===== config.mk =====
export PLATFORM = sky130hd
export DESIGN_NAME = peak_tracker_topn
export DESIGN_NICKNAME = d
export VERILOG_FILES = /design/src/rtl/peak_tracker_topn.sv
export SDC_FILE = /design/constraint.sdc
export NUM_CORES = 2
export LEC_CHECK = 0
export CAP_MARGIN = 5
export CORE_UTILIZATION = 56
export DETAILED_ROUTE_END_ITERATION = 7
export GPL_ROUTABILITY_DRIVEN = 1
export HOLD_SLACK_MARGIN = 0.1
export MAX_ROUTING_LAYER = met4
export PLACE_DENSITY = 0.86
export SLEW_MARGIN = 20
export SYNTH_ARGS = -nofsm -noshare
export SYNTH_HDL_FRONTEND = slang
export SYNTH_SLANG_ARGS = --single-unit

===== constraint.sdc =====
create_clock -name clock -period 7.8 [get_ports clock]
set_input_delay 0.78 -clock clock [delete_from_list [all_inputs] [get_ports clock]]
set_output_delay 0.78 -clock clock [all_outputs]
set_load 0.005 [all_outputs]

===== src/rtl/peak_tracker_topn.sv =====
// Top-N peak tracker: keeps the NUM_PEAKS largest in-window magnitudes of a frame, then drains them largest first.
// Optional build macro PEAK_THRESHOLD_EN adds a per-cycle mag_threshold acceptance gate.
module peak_tracker_topn #(
    parameter int unsigned MAG_WIDTH = 96,
    parameter int unsigned K_WIDTH   = 11,
    parameter int unsigned NUM_PEAKS = 4,
    parameter int unsigned K_LO      = 0,
    parameter int unsigned K_HI      = (1 << K_WIDTH) - 1,
    localparam int unsigned RANK_W   = (NUM_PEAKS > 1) ? $clog2(NUM_PEAKS) : 1
) (
    input  logic                 clock,
    input  logic                 reset_n,
    input  logic                 frame_start,
    input  logic                 data_valid,
    input  logic [MAG_WIDTH-1:0] data_in,
    input  logic [K_WIDTH-1:0]   k_in,
    input  logic                 data_last,
`ifdef PEAK_THRESHOLD_EN
    input  logic [MAG_WIDTH-1:0] mag_threshold,
`endif
    output logic                 peak_valid,
    input  logic                 peak_ready,
    output logic [MAG_WIDTH-1:0] peak_mag,
    output logic [K_WIDTH-1:0]   peak_k,
    output logic [RANK_W-1:0]    peak_rank,
    output logic                 peak_occupied,
    output logic                 peak_last,
    output logic                 busy,
    output logic                 sample_dropped
);

    localparam int unsigned K_MAX = (1 << K_WIDTH) - 1;

    typedef enum logic [1:0] {
        ST_IDLE  = 2'd0,
        ST_SCAN  = 2'd1,
        ST_DRAIN = 2'd2
    } state_e;

    state_e                 state_q, state_d;
    logic [MAG_WIDTH-1:0]   slot_mag_q [NUM_PEAKS];
    logic [MAG_WIDTH-1:0]   slot_mag_d [NUM_PEAKS];
    logic [K_WIDTH-1:0]     slot_k_q   [NUM_PEAKS];
    logic [K_WIDTH-1:0]     slot_k_d   [NUM_PEAKS];
    logic [NUM_PEAKS-1:0]   slot_occ_q, slot_occ_d;
    logic [RANK_W-1:0]      rank_q, rank_d;
    logic                   valid_q, valid_d;
    logic                   last_q, last_d;
    logic                   busy_q, busy_d;
    logic                   dropped_q, dropped_d;
    logic [MAG_WIDTH-1:0]   out_mag_q, out_mag_d;
    logic [K_WIDTH-1:0]     out_k_q, out_k_d;
    logic                   out_occ_q, out_occ_d;

    logic                   lo_ok, hi_ok, thr_ok;
    logic                   scan_now, accept;
    logic [MAG_WIDTH-1:0]   base_mag [NUM_PEAKS];
    logic [K_WIDTH-1:0]     base_k   [NUM_PEAKS];
    logic [NUM_PEAKS-1:0]   base_occ;
    logic [MAG_WIDTH-1:0]   prev_mag [NUM_PEAKS];
    logic [K_WIDTH-1:0]     prev_k   [NUM_PEAKS];
    logic [NUM_PEAKS-1:0]   prev_occ;
    logic [NUM_PEAKS-1:0]   gt, prev_gt;

    // Window bounds that cover the whole index range reduce to constants.
    if (K_LO == 0) begin : g_lo_open
        assign lo_ok = 1'b1;
    end else begin : g_lo_cmp
        assign lo_ok = (k_in >= K_WIDTH'(K_LO));
    end

    if (K_HI >= K_MAX) begin : g_hi_open
        assign hi_ok = 1'b1;
    end else begin : g_hi_cmp
        assign hi_ok = (k_in <= K_WIDTH'(K_HI));
    end

`ifdef PEAK_THRESHOLD_EN
    assign thr_ok = (data_in >= mag_threshold);
`else
    assign thr_ok = 1'b1;
`endif

    // Sorted insertion: the list is descending with unoccupied slots at the tail,
    // so gt is a thermometer code and its first set bit is the insertion point.
    always_comb begin
        scan_now = frame_start || (state_q == ST_SCAN);
        accept   = scan_now && data_valid && lo_ok && hi_ok && thr_ok;

        for (int unsigned j = 0; j < NUM_PEAKS; j++) begin
            base_mag[j] = frame_start ? '0 : slot_mag_q[j];
            base_k[j]   = frame_start ? '0 : slot_k_q[j];
            base_occ[j] = frame_start ? 1'b0 : slot_occ_q[j];
            gt[j]       = !base_occ[j] || (base_mag[j] < data_in);
        end

        prev_mag[0] = '0;
        prev_k[0]   = '0;
        prev_occ[0] = 1'b0;
        prev_gt[0]  = 1'b0;
        for (int unsigned j = 1; j < NUM_PEAKS; j++) begin
            prev_mag[j] = base_mag[j-1];
            prev_k[j]   = base_k[j-1];
            prev_occ[j] = base_occ[j-1];
            prev_gt[j]  = gt[j-1];
        end

        for (int unsigned j = 0; j < NUM_PEAKS; j++) begin
            slot_mag_d[j] = base_mag[j];
            slot_k_d[j]   = base_k[j];
            slot_occ_d[j] = base_occ[j];
            if (accept && gt[j]) begin
                if (!prev_gt[j]) begin
                    slot_mag_d[j] = data_in;
                    slot_k_d[j]   = k_in;
                    slot_occ_d[j] = 1'b1;
                end else begin
                    slot_mag_d[j] = prev_mag[j];
                    slot_k_d[j]   = prev_k[j];
                    slot_occ_d[j] = prev_occ[j];
                end
            end
        end
    end

    // Next state, drain rank and registered output beat.
    always_comb begin
        state_d   = state_q;
        rank_d    = rank_q;
        dropped_d = data_valid && !frame_start && (state_q != ST_SCAN);

        unique case (state_q)
            ST_IDLE: begin
                if (frame_start) state_d = ST_SCAN;
            end
            ST_SCAN: begin
                if (!frame_start && data_valid && data_last) state_d = ST_DRAIN;
            end
            ST_DRAIN: begin
                if (frame_start) begin
                    state_d = ST_SCAN;
                end else if (valid_q && peak_ready) begin
                    if (last_q) state_d = ST_IDLE;
                    else        rank_d  = rank_q + RANK_W'(1);
                end
            end
            default: state_d = ST_IDLE;
        endcase

        if (state_d != ST_DRAIN) rank_d = '0;

        valid_d   = (state_d == ST_DRAIN);
        last_d    = valid_d && (rank_d == RANK_W'(NUM_PEAKS - 1));
        busy_d    = (state_d != ST_IDLE);
        out_mag_d = valid_d ? slot_mag_d[rank_d] : '0;
        out_k_d   = valid_d ? slot_k_d[rank_d]   : '0;
        out_occ_d = valid_d && slot_occ_d[rank_d];
    end

    always_ff @(posedge clock or negedge reset_n) begin
        if (!reset_n) begin
            state_q    <= ST_IDLE;
            slot_occ_q <= '0;
            for (int unsigned j = 0; j < NUM_PEAKS; j++) begin
                slot_mag_q[j] <= '0;
                slot_k_q[j]   <= '0;
            end
            rank_q     <= '0;
            valid_q    <= 1'b0;
            last_q     <= 1'b0;
            busy_q     <= 1'b0;
            dropped_q  <= 1'b0;
            out_mag_q  <= '0;
            out_k_q    <= '0;
            out_occ_q  <= 1'b0;
        end else begin
            state_q    <= state_d;
            slot_occ_q <= slot_occ_d;
            for (int unsigned j = 0; j < NUM_PEAKS; j++) begin
                slot_mag_q[j] <= slot_mag_d[j];
                slot_k_q[j]   <= slot_k_d[j];
            end
            rank_q     <= rank_d;
            valid_q    <= valid_d;
            last_q     <= last_d;
            busy_q     <= busy_d;
            dropped_q  <= dropped_d;
            out_mag_q  <= out_mag_d;
            out_k_q    <= out_k_d;
            out_occ_q  <= out_occ_d;
        end
    end

    assign peak_valid     = valid_q;
    assign peak_mag       = out_mag_q;
    assign peak_k         = out_k_q;
    assign peak_rank      = rank_q;
    assign peak_occupied  = out_occ_q;
    assign peak_last      = last_q;
    assign busy           = busy_q;
    assign sample_dropped = dropped_q;

endmodule


==> impl_metrics.toml <==
[clock_network]
htree_levels = 2
cts_setup_buffers = 0
cts_resized = 0
cts_max_path_buffers = 3
clock_latency_ps = 660
cts_buffers = 61
root_buffer = "clkbuf_16"
cts_tree = "done"
clock-sinks = 548
clkSlewWorstSetupHoldPaths_ps = 60

[logic_synthesis]
synth.distinct_cells = 79
synth.net_count = 4946
synth_compound_area_frac = 0.2513
syn_inst = 4453
synthMuxAreaShare = 0.06137
synth_area_um2 = 40320
synthSimpleGateAreaFrac = 0.1716
synthFlopType = "dfrtp_1"
ys_warn_count = 0
ys_seq_elements = 548
synthXorXnorAreaFrac = 0.0006516
synth_seq_area_share = 0.3401
synth-edff-count = 0
async_reset_ff_frac = 1.000
synth_fa_ha_area_frac = 0.1179
synth_top_family_by_area = "compound AO/OA/AOI/OAI gates"
avgSynthCellArea_um2 = 9.056

[grt]
grt_max_degree = 165
gr-total-overflow = 0
antenna_found_initial = 2
grt_pass1_vias = 36910
grt_pass1_wl_mm = 211.0
grt_usage = 0.3745

[setup_path]
path_buf_inv = 4
cp.required_ps = 8330
critPathSlowestCell = "nor4_1"
cp-start-kind = "primary input"
critPathKind = "primary input to flip-flop"
critical_path.top_delay_family = "simple AND/OR/NAND/NOR gates"
crit_arrival_ps = 6610
critPathMaxStageDelay_ps = 1040
worstPathMaxFanout = 87
critPathCaptureType = "flip-flop"
cp_cell_sequence = "buf_8 > buf_4 > nand2b_1 > inv_1 > ha_1 > nand4_1 > nor4_1 > nand3_1 > a22oi_1 > or4_4 > buf_4 > o211ai_1 > o211ai_1 > o221ai_1 > nor4_2"

[run_status]
violations = "design-rule violations"
outcome = "finished with violations"

[hold_path]
hold_class = "flip-flop to flip-flop"

[final_layout]
final_cell_mix = "548 x dfrtp_1, 380 x ha_1, 350 x nand2_1"
drive_gt1_frac = 0.06152
mostFrequentLayoutCell = "dfrtp_1"
syn2layout_area_growth_pct = 12.47
final_nets = 4977
instances_no_fill = 5487

[place]
gp_congestion = 0.9915
placedCellCount = 5370
hpwl_mm = 86.28
portBuffers = 226
dp_worst_setup_slack_ps = 1347

[routing]
vias = 37700
wire_per_inst_um = 24.93
drc = 3
vias_per_cell = 6.870
detail_route.wirelength_mm = 136.8
antenna_left = 0
drt-pass1-iter-count = 8
drt_iter0_drc = 5108

[timing]
max_freq_mhz = 164.6
tightest_slew_ps = 1253
setup_tns_ps = 0
finalClockSkew_ps = 18.52
min_period_ps = 6077
hold_viol_final = 0
fin_ws_ps = 1723
rsz0062_at_grt = "false"
finalCritPeriodShare = 0.7791
slew_viol_final = 0
setup_violations = 0
slew_headroom = 0.1645

[job]
max_cap_viol_count = 0

[power_and_ir_drop]
p_leak_nw = 20.69
irDropWorstVdd_uv = 200.8
power.density_nw_per_um2 = 183.6
power.total_mw = 8.329

[floorplan]
start_util = 0.5651
die_w_um = 270.3
rows = 98
fp.dieArea_um2 = 73090
die_h_um = 270.3
design.core.area_um2 = 71360
ios = 227
==> path summary, 6_finish.rpt <==
path	from	end	slack, ps	depth (start not counted)
setup / recovery	frame_start	peak_mag[45]$_DFF_PN0_	1720	15
hold / removal	state_q[1]$_DFF_PN0_	state_q[0]$_DFF_PN0_	480	1
setup reg to reg	slot_mag_q[381]$_DFF_PN0_	peak_mag[45]$_DFF_PN0_	2520	13
hold reg to reg	state_q[1]$_DFF_PN0_	state_q[0]$_DFF_PN0_	480	1
max in group asynchronous	reset_n	slot_mag_q[278]$_DFF_PN0_	5720	3
min in group asynchronous	reset_n	peak_mag[13]$_DFF_PN0_	660	2
==> flip-flops by register name (all words and copies together) (netlist names) <==
name and count:
busy 1, sample_dropped 1, state_q 2, slot_k_q 44
slot_occ_q 4, peak_last 1, peak_occupied 1, peak_rank 2
peak_valid 1, slot_mag_q 384, peak_k 11, peak_mag 96
==> what timing repair did <==
item	in CTS	in global routing
hold endpoints to repair	14	0
hold buffers	1	0
endpoints found under the setup margin	0	0
==> cells in the mapped netlist, types with 98 or more instances <==
library cell	instances	area, um^2
ha_1	380	4755
inv_1	206	773.2
clkbuf_1	191	716.9
nor2_1	198	743.2
nand2b_1	110	688.2
nor2b_1	304	1902
a21o_1	98	735.7
mux2i_1	227	2272
a21oi_1	303	1516
o211ai_1	241	1809
o21ai_0	304	1521
nand2_1	352	1321
dfrtp_1	548	13710
o2bb2ai_1	101	884.6
==> metal layers <==
metal / GRT usage / wire (um) / up-vias
met3: 0.08864 / 15880 / 685
met2: 0.5473 / 59730 / 2657
met1: 0.4753 / 53030 / 17820
li1: - / - / 16540
met5: - / 0 / -
met4: 0.2110 / 8140 / 0
==> power by group <==
group / total, mW / switching (mW) / internal (mW)
combinational: 1.91 / 1.23 / 0.687
sequential: 3.21 / 0.0905 / 3.12
clock: 3.21 / 1.29 / 1.92
total: 8.33 / 2.61 / 5.72
==> cell type report <==
class	instances	area, um^2
clock buffers	87	1827
flip-flops and latches	548	13710
fillers	5741	26010
diodes	2	5.005
well taps	950	1189
clock inverters	27	375.4
inverters	207	777.0
multi-input cells	3373	24470
repair buffers	293	3003
==> metrics by stage <==
step	utilization	hold WS, ps	area, um^2
6_report	0.6355	484.8	45350
5_1_grt	0.6355	502.2	45350
4_1_cts	0.6355	483.0	45350
3_5_place_dp	0.6045	472.5	43140
3_3_place_gp	0.6045	465.9	43140
2_1_floorplan	-	446.4	40320
==> kinds of logic after synthesis <==
| kind of cell | count (synthesis) |
|---|---|
| AO/OA/AOI/OAI | 1485 |
| buffers and inverters | 532 |
| adder cells (fa/ha/maj) | 380 |
| AND/OR/NAND/NOR | 1260 |
| XOR/XNOR | 3 |
| flip-flops | 548 |
| multiplexers | 245 |
==> worst reg2reg max path: stages, from the launching register on <==
cell	delay (ps)
dfrtp_1	370
nand2b_1	100
inv_1	80
ha_1	320
nand4_1	210
nor4_1	1040
nand3_1	180
a22oi_1	470
or4_4	580
buf_4	790
o211ai_1	270
o211ai_1	170
o221ai_1	170
nor4_2	410
(Power assumes the default switching activity.)
